<file path="src/rtl/fifo_pack_pkg.sv">
// Shared types and helpers for the FIFO word packer.
// Holds the packer state encoding, default geometry and the lane keep-mask builder.
package fifo_pack_pkg;

    typedef enum logic [1:0] {
        IDLE = 2'd0,
        FILL = 2'd1,
        OUT  = 2'd2
    } pack_state_t;

    localparam int DEFAULT_FIFO_WIDTH = 16;
    localparam int DEFAULT_PACK_RATIO = 2;
    localparam int MAX_PACK_RATIO     = 8;

    // Low 'count' bits set; callers slice down to their own lane count.
    function automatic logic [MAX_PACK_RATIO-1:0] keep_mask(input int unsigned count);
        logic [MAX_PACK_RATIO-1:0] mask;
        mask = '0;
        for (int unsigned i = 0; i < MAX_PACK_RATIO; i++) begin
            if (i < count) begin
                mask[i] = 1'b1;
            end
        end
        return mask;
    endfunction

endpackage

</file>
<file path="src/rtl/fifo_word_packer.sv">
// Pops FIFO words one at a time and packs PACK_RATIO of them into one wide beat.
// A flush emits whatever lanes are filled, with m_keep marking the valid ones.
module fifo_word_packer
    import fifo_pack_pkg::*;
#(
    parameter int FIFO_WIDTH = DEFAULT_FIFO_WIDTH,
    parameter int PACK_RATIO = DEFAULT_PACK_RATIO
) (
    input  logic                             clk,
    input  logic                             rst_n,
    input  logic                             fifo_empty,
    input  logic [FIFO_WIDTH-1:0]            fifo_data_out,
    output logic                             fifo_rd_en,
    input  logic                             flush,
    output logic [FIFO_WIDTH*PACK_RATIO-1:0] m_data,
    output logic [PACK_RATIO-1:0]            m_keep,
    output logic                             m_valid,
    input  logic                             m_ready
);

    localparam int CW = $clog2(PACK_RATIO + 1);
    localparam logic [CW-1:0] LAST_LANE = CW'(PACK_RATIO - 1);
    localparam logic [CW:0]   RATIO_W   = (CW+1)'(PACK_RATIO);

    pack_state_t           state_reg, state_next;
    logic [CW-1:0]         cnt_reg, cnt_next;
    logic                  pend_reg, pend_next;
    logic                  flush_req_reg, flush_req_next;
    logic                  m_valid_reg, m_valid_next;
    logic [PACK_RATIO-1:0] m_keep_reg, m_keep_next;

    logic                      capture;
    logic                      beat_done;
    logic [CW:0]               inflight;
    logic [MAX_PACK_RATIO-1:0] cnt_mask;

    // Words already captured plus the one still in flight from the FIFO.
    assign inflight  = {1'b0, cnt_reg} + {{CW{1'b0}}, pend_reg};
    assign capture   = (state_reg == FILL) && pend_reg;
    assign beat_done = (state_reg == OUT) && m_valid_reg && m_ready;
    assign cnt_mask  = keep_mask({{(32-CW){1'b0}}, cnt_reg});

    assign fifo_rd_en = (state_reg == FILL) && !fifo_empty && !flush_req_reg
                        && (inflight < RATIO_W);

    assign m_valid = m_valid_reg;
    assign m_keep  = m_keep_reg;

    always_comb begin
        state_next     = state_reg;
        cnt_next       = cnt_reg;
        pend_next      = 1'b0;
        flush_req_next = flush_req_reg;
        m_valid_next   = m_valid_reg;
        m_keep_next    = m_keep_reg;

        case (state_reg)
            IDLE: begin
                state_next = FILL;
            end

            FILL: begin
                pend_next      = fifo_rd_en;
                flush_req_next = flush_req_reg | flush;
                if (capture) begin
                    cnt_next = cnt_reg + CW'(1);
                    if (cnt_reg == LAST_LANE) begin
                        state_next   = OUT;
                        m_valid_next = 1'b1;
                        m_keep_next  = {PACK_RATIO{1'b1}};
                    end
                end else if (flush_req_reg) begin
                    if (cnt_reg != '0) begin
                        state_next   = OUT;
                        m_valid_next = 1'b1;
                        m_keep_next  = cnt_mask[PACK_RATIO-1:0];
                    end else begin
                        // Nothing captured and nothing in flight: no beat to emit.
                        flush_req_next = 1'b0;
                    end
                end
            end

            OUT: begin
                if (beat_done) begin
                    state_next     = FILL;
                    cnt_next       = '0;
                    flush_req_next = 1'b0;
                    m_valid_next   = 1'b0;
                    m_keep_next    = '0;
                end
            end

            default: begin
                state_next = IDLE;
            end
        endcase
    end

    always_ff @(posedge clk or negedge rst_n) begin
        if (!rst_n) begin
            state_reg     <= IDLE;
            cnt_reg       <= '0;
            pend_reg      <= 1'b0;
            flush_req_reg <= 1'b0;
            m_valid_reg   <= 1'b0;
            m_keep_reg    <= '0;
        end else begin
            state_reg     <= state_next;
            cnt_reg       <= cnt_next;
            pend_reg      <= pend_next;
            flush_req_reg <= flush_req_next;
            m_valid_reg   <= m_valid_next;
            m_keep_reg    <= m_keep_next;
        end
    end

    // Lanes are cleared after every beat so unfilled lanes of a partial beat read as zero.
    genvar gi;
    generate
        for (gi = 0; gi < PACK_RATIO; gi++) begin : g_lane
            logic [FIFO_WIDTH-1:0] lane_reg;

            always_ff @(posedge clk or negedge rst_n) begin
                if (!rst_n) begin
                    lane_reg <= '0;
                end else if (beat_done) begin
                    lane_reg <= '0;
                end else if (capture && (cnt_reg == CW'(gi))) begin
                    lane_reg <= fifo_data_out;
                end
            end

            assign m_data[gi*FIFO_WIDTH +: FIFO_WIDTH] = lane_reg;
        end
    endgenerate

endmodule

</file>
<file path="config.mk">
export PLATFORM = sky130hd
export DESIGN_NAME = fifo_word_packer
export DESIGN_NICKNAME = d
export VERILOG_FILES = /design/src/rtl/fifo_pack_pkg.sv /design/src/rtl/fifo_word_packer.sv
export SDC_FILE = /design/constraint.sdc
export NUM_CORES = 1
export LEC_CHECK = 0
export BUFFER_PORTS_ARGS = -buffer_cell sky130_fd_sc_hd__buf_4
export CORE_UTILIZATION = 51
export CTS_CLUSTER_SIZE = 10
export DETAILED_ROUTE_END_ITERATION = 6
export PLACE_DENSITY = 0.76
export SYNTH_ARGS = -nofsm -noshare
export SYNTH_HDL_FRONTEND = slang
export SYNTH_SLANG_ARGS = --single-unit
</file>
<file path="constraint.sdc">
create_clock -name clk -period 2.5 [get_ports clk]
set_clock_uncertainty 0.2 [all_clocks]
set_input_delay 0.5 -clock clk [delete_from_list [all_inputs] [get_ports clk]]
set_output_delay 0.5 -clock clk [all_outputs]
set_load 0.02 [all_outputs]
</file>
==> results of run 1 <==
## worst max-delay path: cells and delay by family (launching register included)
| family | cells | cell delay (ns) |
|---|---|---|
| buffers and inverters | 1 | 0.17 |
| AND/OR/NAND/NOR | 2 | 0.57 |
| flip-flops | 1 | 0.45 |
## where the power goes
part,total [W],internal (W),switching (W)
combinational,0.00156,0.000826,0.000737
clock,0.000414,0.000193,0.000221
sequential,0.00121,0.000980,0.000226
## cell usage in the layout (no fill, tap or decap)
cell and n:
buf_4 58, buf_12 1, nand4_1 1, ha_1 2, and2_1 16, dlygate4sd3_1 1, dfrtp_1 41, nand3_1 4
clkinv_2 2, o22ai_1 1, or3b_1 1, a21boi_0 2, nor3_1 2, a21o_2 1, clkbuf_8 5, nand2_1 9
clkbuf_1 1, nand3b_1 3, nand2b_1 2, o211ai_1 1, inv_1 2, o21ai_0 2, and2b_2 1, o21ai_4 2
nand4b_4 1, nor2_1 1, mux2_4 20, mux2_2 12, a211o_1 1
## cell type report
cell class                 count  area [µm²]
fill                         268        1000
sequential                    41        1030
clock buffer                   6        72.6
timing repair buffer          60         465
clock inverter                 2        10.0
inverter                       2        7.51
multi-input combinational     85         800
tap                           46        57.6
## cell families after synthesis
group / after synthesis / share of synthesized area (%)
and+or+nand+nor: 41 / 13.2
DFF: 41 / 54.2
muxes: 32 / 23.0
AOI/OAI and AO/OA: 10 / 4.69
buffers and inverters: 7 / 3.57
adders and majority gates: 2 / 1.32
## stage by stage
stage	cell area [µm²]	util, %	instances	power, W
after floorplan	1890	-	133	0.00220
after global placement	2350	68.2	233	0.00274
after detailed placement	2350	68.2	233	0.00279
after CTS	2440	70.8	242	0.00321
after global routing	2440	70.8	242	0.00337
final	2440	70.8	242	0.00318
## final timing paths
path                                          end    startpoint  cells after the start
max in group asynchronous   g_lane[0].lane_reg[4]         rst_n                      2
hold / removal                           pend_reg    fifo_empty                      3
setup / recovery                       fifo_rd_en  state_reg[1]                      3
min in group asynchronous   g_lane[0].lane_reg[1]         rst_n                      2
setup reg to reg           g_lane[1].lane_reg[15]  state_reg[1]                      4
hold reg to reg                         m_keep[0]     m_keep[0]                      2
## cells in the mapped netlist
| library cell | count |
|---|---|
| dfrtp_1 | 41 |
| mux2_4 | 20 |
| and2_1 | 16 |
| mux2_2 | 12 |
| nand2_1 | 9 |
| nand3_1 | 4 |
| nand3b_1 | 3 |
| a21boi_0 | 2 |
| buf_12 | 2 |
| ha_1 | 2 |
| inv_1 | 2 |
| nand2b_1 | 2 |
| nor3_1 | 2 |
| o21ai_0 | 2 |
| o21ai_4 | 2 |
| a211o_1 | 1 |
| a21o_2 | 1 |
| and2b_2 | 1 |
| buf_2 | 1 |
| buf_6 | 1 |
| clkbuf_1 | 1 |
| nand4_1 | 1 |
| nand4b_4 | 1 |
| nor2_1 | 1 |
| o211ai_1 | 1 |
| o22ai_1 | 1 |
| or3b_1 | 1 |
## layer usage
layer  part of all wire, %  track usage (%)  vias to the layer above
met4                   1.5             7.56                        0
met5                     0                0                        -
met3                   5.4             7.48                        7
met2                    50             34.7                       37
li1                      -                -                      581
met1                    43             24.4                      623
## timing repair
| action | CTS | global route |
|---|---|---|
| endpoints found under the hold margin | 41 | 0 |
| hold buffers | 1 | 0 |
| gates resized for setup | 0 | 0 |
==> metrics.csv, run 1 <==
stage;metric;value;unit
sta;Max-slew headroom;66.3;%
synthesis;post-synthesis sequential area ratio;54.2;%
route;DR vias;1248;
worst_setup_path;Critical-path top delay cell;dfrtp_1;
route;Iter 0 DRT Violations;24;
cts;CTS tree;built;
worst_setup_path;flop2flop setup slack;0.49;ns
synthesis;Area contributors post-synth;dfrtp_1 54%, mux2_4 16%, mux2_2 7.1%;
cts;Setup Fix Bufs, Post-CTS;0;
synthesis;warnings from Yosys;0;
die;Core Box Area;3440;µm²
route;drt total wl;3740;µm
worst_setup_path;WP data required;1.80;ns
synthesis;top-area cell type share of the netlist area;54.2;%
die;row count;21;
placed_design;IO Port Bufs;56;
die;Ports;57;
grt;GR Util All Layers;20.8;%
synthesis;synthesized area;1890;µm²
finish;synthesis-to-finish area growth;28.8;%
die;Die Wd;62.9;µm
route;ANT nets after route;0;
grt;number of global-route vias before repair;1285;
synthesis;register bit total from synthesis;41;
synthesis;syn avg cell area;14.2;µm²
cts;total CTS buffers;5;
route;drt pass-1 iters;4;
worst_setup_path;critical path startpoint category;flop;
status;status;complete, no violations;
placed_design;Final Wtd Congestion;0.782;
sta;Final WS setup;0.320;ns
placed_design;DPL Wire Length;2670;µm
grt;first-pass GRT wire length;6160;µm
worst_hold_path;Hold WC Path Type;in -> reg;
power_and_ir_drop;Static Leak;1.18;nW
die;initial core utilization;55.0;%
synthesis;Netlist cell types;27;
worst_setup_path;worst-path cell chain;nand2b_1 > nor3_1 > buf_4;
cts;# clock sinks;41;
sta;fin crit period;2.18;ns
placed_design;Setup WS pre-CTS;0.484;ns
sta;highest clock rate;459;MHz
sta;setup violators final;0;
route;detailed-route wire length per cell;15.4;µm
worst_setup_path;critical path class;reg -> out;
sta;Fin. Hold Viols;0;
sta;Slew @ Worst Pin;0.506;ns
cts;Clock Path Buffers;2;
sta;fin. max-slew vios;0;
sta;setup TNS;0;ns
finish;max reg flops;32;
finish;ant diodes;0;
die;height of the die;62.9;µm
worst_setup_path;CP Capture Type;output port;
worst_setup_path;crit-path max FO;7;
sta;hold slack;0.277;ns
finish;Final nets;218;
flow_run;# Max-Cap Violations;0;
synthesis;cell count after synthesis;133;
worst_setup_path;critical path arrival;1.48;ns
grt;initial antenna violation count;0;
grt;largest net degree at the start of global routing;42;
sta;RSZ-0062 raised after global routing;false;
route;via density per instance;5.16;
cts;CTS root buf;clkbuf_8;
power_and_ir_drop;Peak VDD IR;0.619;mV
die;die area;3960;µm²
grt;grt total ovfl;0;
sta;Tcrit/Tclk final;87.2;%
cts;clock-pin slew on the worst setup and hold paths;0.07;ns
finish;layout cell share with drive strength beyond 1;52.6;%
worst_setup_path;Slowest Stage Delay on Critical Path;0.45;ns
synthesis;Syn Nets;156;
cts;H-Tree Depth;2;
power_and_ir_drop;Power Dens Cells;1310;nW/µm²
route;DRC viols;0;
synthesis;Yosys top cell by area;dfrtp_1;
cts;Worst-Skew Late Latency;0.29;ns
No activity file was read; power rests on OpenSTA's default activity.
==> inputs of run 2 (changes only) <==
--- a/config.mk
+++ b/config.mk
@@ -6,10 +6,10 @@
 export NUM_CORES = 1
 export LEC_CHECK = 0
 export BUFFER_PORTS_ARGS = -buffer_cell sky130_fd_sc_hd__buf_4
-export CORE_UTILIZATION = 51
+export CORE_UTILIZATION = 46
 export CTS_CLUSTER_SIZE = 10
 export DETAILED_ROUTE_END_ITERATION = 6
-export PLACE_DENSITY = 0.76
+export PLACE_DENSITY = 0.72
 export SYNTH_ARGS = -nofsm -noshare
 export SYNTH_HDL_FRONTEND = slang
 export SYNTH_SLANG_ARGS = --single-unit
==> constraint.sdc (replaced) <==
create_clock -name clk -period 1.75 [get_ports clk]
set_clock_uncertainty 0.2 [all_clocks]
set_input_delay 0.35 -clock clk [delete_from_list [all_inputs] [get_ports clk]]
set_output_delay 0.35 -clock clk [all_outputs]
set_load 0.02 [all_outputs]
==> run 2 against run 1 <==
The run now ends with setup timing left. Clock power rose by 91%. Non-clock buffer count rose by 12. Worst setup slack got worse by 0.50 ns. Largest power group unchanged.
==> metrics.csv, run 2 (synthesis results as in run 1) <==
stage;metric;value;unit
route;drt pass-1 iters;4;
die;Ports;57;
route;met2 wire len;2120;µm
status;failing checks;setup timing;
cts;H-Tree Depth;2;
sta;Tcrit/Tclk final;110;%
sta;RSZ-0062 raised after global routing;true;
route;highest metal used;met4;
worst_setup_path;crit-path max FO;3;
sta;fin. max-slew vios;0;
route;detailed-route wire length per cell;16.3;µm
flow_run;# Max-Cap Violations;0;
cts;CTS root buf;clkbuf_8;
route;DRC viols;0;
power_and_ir_drop;Pwr Total;0.00508;W
power_and_ir_drop;Pint;0.00328;W
worst_setup_path;CP Capture Type;output port;
power_and_ir_drop;part of the power in combinational logic;50.6;%
worst_setup_path;crit path capture;fifo_rd_en;
finish;ant diodes;0;
route;DR vias;1314;
sta;highest clock rate;519;MHz
grt;first-pass GRT wire length;6530;µm
finish;Final nets;230;
worst_setup_path;flop2flop setup slack;-0.07;ns
grt;largest net degree at the start of global routing;42;
power_and_ir_drop;switching part of the total;35.4;%
worst_setup_path;worst r2r src;cnt_reg[0];
route;Iter 0 DRT Violations;66;
finish;max reg flops;32;
cts;CTS tree;built;
status;status;finished with violations;
grt;initial antenna violation count;0;
cts;Clock Path Buffers;2;
placed_design;DPL Wire Length;2830;µm
finish;synthesis-to-finish area growth;40.6;%
worst_setup_path;critical path arrival;1.38;ns
sta;Fin. Hold Viols;0;
power_and_ir_drop;clock share of power;15.5;%
die;die area;4380;µm²
route;met1 wire length;1740;µm
power_and_ir_drop;Power Dens Cells;1910;nW/µm²
grt;number of global-route vias before repair;1391;
worst_setup_path;WP data required;1.20;ns
worst_setup_path;critical path class;reg -> out;
die;height of the die;66.2;µm
die;Die Wd;66.2;µm
worst_setup_path;critical path startpoint category;flop;
finish;fillers;278;
power_and_ir_drop;Static Leak;1.27;nW
worst_setup_path;Setup crit start;cnt_reg[1];
grt;GR Util All Layers;20.6;%
worst_setup_path;worst reg2reg endpoint;g_lane[0].lane_reg[7];
placed_design;IO Port Bufs;56;
sta;setup violators final;20;
placed_design;Final Wtd Congestion;0.858;
die;row count;22;
route;ANT nets after route;0;
sta;hold slack;0.149;ns
sta;setup TNS;-0.936;ns
cts;Worst-Skew Late Latency;0.29;ns
worst_hold_path;Hold WC Path Type;in -> reg;
route;via density per instance;5.13;
finish;commonest non-fill, non-tap cell in the layout;buf_4;
sta;Max-slew headroom;66.0;%
grt;grt total ovfl;0;
sta;Final WS setup;-0.175;ns
finish;Final Util;70.1;%
worst_setup_path;R2R cell count;7;
cts;# clock sinks;41;
route;drt total wl;4170;µm
finish;most frequent cells in the layout;66 x buf_4, 39 x dfrtp_1, 22 x mux2_4;
power_and_ir_drop;P_sw;0.00180;W
sta;fin crit period;1.93;ns
cts;clock-pin slew on the worst setup and hold paths;0.08;ns
die;Core Box Area;3800;µm²
finish;layout cell share with drive strength beyond 1;60.1;%
power_and_ir_drop;Peak VDD IR;0.874;mV
power_and_ir_drop;sequential power share;33.8;%
cts;total CTS buffers;5;
sta;Slew @ Worst Pin;0.509;ns
route;routed wl met3;233;µm
placed_design;Setup WS pre-CTS;-0.0155;ns
die;initial core utilization;49.8;%
==> run 2: worst min path at each step <==
stage | endpoint | cells after the start | start
3_5_place_dp | g_lane[1].lane_reg[6] | 1 | rst_n
5_1_grt | flush_req_reg | 3 | flush
4_1_cts | flush_req_reg | 3 | flush
6_report | flush_req_reg | 3 | flush
2_1_floorplan | cnt_reg[0] | 0 | rst_n
3_3_place_gp | g_lane[1].lane_reg[6] | 1 | rst_n
==> run 2: repair_timing <==
action | 4_1_cts | 5_1_grt
endpoints found under the hold margin | 41 | 0
gates cloned | 1 | 1
resized for setup | 10 | 5
pin swaps | 1 | 3
hold buffers | 1 | 0
setup buffers | 2 | 2
endpoints found under the setup margin | 8 | 35
==> run 2: layer usage <==
| metal | GRT usage [%] | vias up |
|---|---|---|
| met5 | 0 | - |
| met1 | 25.3 | 647 |
| met2 | 34.7 | 51 |
| met3 | 4.48 | 7 |
| met4 | 8.78 | 0 |
| li1 | - | 609 |
==> run 2: critical path: stages (launching register included) <==
cell	delay, ns
dfrtp_1	0.40
buf_4	0.15
a211o_1	0.26
nor3_2	0.11
buf_4	0.16
==> run 2: power groups by stage <==
stage / Clock [W] / Combinational (W) / Sequential (W)
floorplan: 0 / 0.00100 / 0.00216
global placement: 0 / 0.00232 / 0.00170
detailed placement: 0 / 0.00237 / 0.00173
CTS: 0.000800 / 0.00251 / 0.00172
global route: 0.000837 / 0.00273 / 0.00177
finish: 0.000790 / 0.00257 / 0.00172
==> run 2: metrics by stage <==
step                instances  instance area [µm²]
floorplan                 133                 1910
global placement          241                 2420
finish                    256                 2660
detailed placement        241                 2420
global route              256                 2660
CTS                       253                 2620
==> run 2: final cells by class <==
class / count / area [µm²] / share of cell area (%)
inverters: 2 / 10.0 / 0.376
flip-flops and latches: 41 / 1030 / 38.6
well taps: 48 / 60.1 / 2.26
multi-input cells: 85 / 840 / 31.5
clock buffers: 7 / 86.3 / 3.24
clock inverters: 1 / 30.0 / 1.13
repair buffers: 72 / 607 / 22.8
==> inputs of run 3 (changes only) <==
--- a/config.mk
+++ b/config.mk
@@ -10,6 +10,7 @@
 export CTS_CLUSTER_SIZE = 10
 export DETAILED_ROUTE_END_ITERATION = 6
 export PLACE_DENSITY = 0.72
+export SETUP_SLACK_MARGIN = 0.05
 export SYNTH_ARGS = -nofsm -noshare
 export SYNTH_HDL_FRONTEND = slang
 export SYNTH_SLANG_ARGS = --single-unit
==> run 3 against run 2 <==
The run still ends with setup timing left. Design area about the same. Highest routed layer unchanged. Register-to-register slack barely moved. Clock power about the same. Largest cell class unchanged. Via count down 0.68%. Utilization is 0.066 points lower. Critical path depth did not move. Die area unchanged. Hold slack better by 0.0024 ns.
==> metrics.csv, run 3 (synthesis results as in run 1) <==
stage;metric;value;unit
cts;clock-pin slew on the worst setup and hold paths;0.08;ns
sta;fin crit period;1.93;ns
worst_hold_path;Hold WC Path Type;in -> reg;
finish;most frequent cells in the layout;66 x buf_4, 39 x dfrtp_1, 22 x mux2_4;
finish;layout cell share with drive strength beyond 1;59.6;%
status;status;finished with violations;
cts;H-Tree Depth;2;
route;DRC viols;0;
finish;Final nets;230;
route;ANT nets after route;0;
die;row count;22;
power_and_ir_drop;sequential power share;34.0;%
die;die area;4380;µm²
power_and_ir_drop;P_sw;0.00181;W
status;failing checks;setup timing;
worst_setup_path;worst-path cell chain;buf_4 > a211o_1 > nor3_2 > buf_4;
cts;# clock sinks;41;
grt;largest net degree at the start of global routing;42;
grt;first-pass GRT wire length;6710;µm
grt;GR Util All Layers;21.2;%
power_and_ir_drop;Static Leak;1.27;nW
worst_setup_path;worst r2r src;cnt_reg[0];
finish;commonest non-fill, non-tap cell in the layout;buf_4;
power_and_ir_drop;Pint;0.00327;W
die;Core Box Area;3800;µm²
placed_design;Setup WS pre-CTS;-0.0155;ns
placed_design;placed cells;241;
cts;total CTS buffers;5;
sta;highest clock rate;518;MHz
placed_design;Final Wtd Congestion;0.858;
worst_setup_path;crit-path max FO;3;
sta;Tcrit/Tclk final;110;%
power_and_ir_drop;Power Dens Cells;1910;nW/µm²
power_and_ir_drop;Peak VDD IR;0.860;mV
die;Ports;57;
cts;Clock Path Buffers;2;
die;initial core utilization;49.8;%
worst_hold_path;hold path startpoint;flush;
route;DR vias;1305;
sta;fin. max-slew vios;0;
die;Die Wd;66.2;µm
worst_setup_path;critical path startpoint category;flop;
worst_setup_path;Slowest Stage Delay on Critical Path;0.40;ns
worst_setup_path;critical path class;reg -> out;
grt;number of global-route vias before repair;1414;
grt;initial antenna violation count;0;
finish;synthesis-to-finish area growth;40.4;%
worst_setup_path;flop2flop setup slack;-0.06;ns
sta;setup violators final;20;
worst_setup_path;R2R cell count;7;
finish;area of the multi-input gates;837;µm²
worst_setup_path;worst reg2reg endpoint;g_lane[0].lane_reg[7];
worst_setup_path;WP data required;1.20;ns
worst_setup_path;Critical-path top delay cell;dfrtp_1;
route;drt total wl;4210;µm
placed_design;IO Port Bufs;56;
grt;grt total ovfl;0;
route;Iter 0 DRT Violations;43;
cts;CTS root buf;clkbuf_8;
route;detailed-route wire length per cell;16.4;µm
finish;fillers;276;
worst_setup_path;CP Capture Type;output port;
sta;Fin. Hold Viols;0;
power_and_ir_drop;part of the power in combinational logic;50.4;%
worst_setup_path;critical path arrival;1.38;ns
finish;ant diodes;0;
power_and_ir_drop;clock share of power;15.6;%
cts;CTS tree;built;
worst_hold_path;WHS Endpoint;flush_req_reg;
flow_run;# Max-Cap Violations;0;
sta;RSZ-0062 raised after global routing;true;
placed_design;DPL Wire Length;2830;µm
cts;Worst-Skew Late Latency;0.29;ns
route;drt pass-1 iters;4;
finish;Reg area;1030;µm²
power_and_ir_drop;switching part of the total;35.6;%
finish;Finished Layout Cells;256;
sta;Slew @ Worst Pin;0.521;ns
sta;Final WS setup;-0.182;ns
worst_hold_path;hold depth;3;
worst_setup_path;most used cell, CP;buf_4;
sta;Max-slew headroom;65.2;%
route;via density per instance;5.10;
die;height of the die;66.2;µm
finish;max reg flops;32;
## run 3: layout make-up
type	instances	share of cell area [%]
Sequential cell	41	38.7
Multi-Input combinational cell	85	31.5
Timing Repair Buffer	72	22.8
Clock buffer	7	3.25
Tap cell	48	2.26
Clock inverter	1	1.13
Inverter	2	0.376
## run 3: layer usage
layer / GRT usage [%] / routed length, µm / up-vias / share of wire [%]
li1: - / - / 610 / -
met1: 25.6 / 1750 / 641 / 42
met2: 36.6 / 2170 / 47 / 52
met3: 4.48 / 215 / 7 / 5.1
met4: 8.78 / 72 / 0 / 1.7
met5: 0 / 0 / - / 0
## run 3: power groups by stage
stage	Clock (W)	Sequential (W)	Combinational (W)
2_1_floorplan	0	0.00216	0.00100
3_3_place_gp	0	0.00170	0.00232
3_5_place_dp	0	0.00173	0.00237
4_1_cts	0.000800	0.00172	0.00253
5_1_grt	0.000837	0.00178	0.00273
6_report	0.000792	0.00172	0.00256
## run 3: critical path, delay by kind of cell, from the launching register on
| kind | cells | cell delay [ns] |
|---|---|---|
| AO/OA/AOI/OAI | 1 | 0.25 |
| buffers and inverters | 2 | 0.31 |
| AND/OR/NAND/NOR | 1 | 0.12 |
| flip-flops | 1 | 0.40 |
## run 3: through the flow
stage	hold slack (ns)	TNS [ns]	total power [W]	instance area, µm²	util, %
2_1_floorplan	-0.146	-0.0323	0.00316	1910	-
3_3_place_gp	0.155	0	0.00402	2420	63.7
3_5_place_dp	0.161	-0.0646	0.00410	2420	63.7
4_1_cts	0.149	-0.985	0.00506	2650	69.7
5_1_grt	0.156	-2.91	0.00534	2660	70.0
6_report	0.152	-0.863	0.00507	2660	70.0
## run 3: how the worst max path moves through the flow
stage / cells after the start / start / endpoint
after global routing: 4 / cnt_reg[1] / fifo_rd_en
after global placement: 6 / cnt_reg[0] / g_lane[0].lane_reg[12]
after CTS: 4 / cnt_reg[0] / fifo_rd_en
after detailed placement: 6 / cnt_reg[0] / g_lane[0].lane_reg[12]
final: 4 / cnt_reg[1] / fifo_rd_en
after floorplan: 6 / cnt_reg[1] / g_lane[0].lane_reg[0]
## run 3: what timing repair did
action,CTS,global route
hold buffers,1,0
endpoints found under the hold margin,41,0
resized for setup,13,3
gates cloned,2,0
setup buffers,2,2
pin swaps,2,2
setup endpoints to repair,29,38
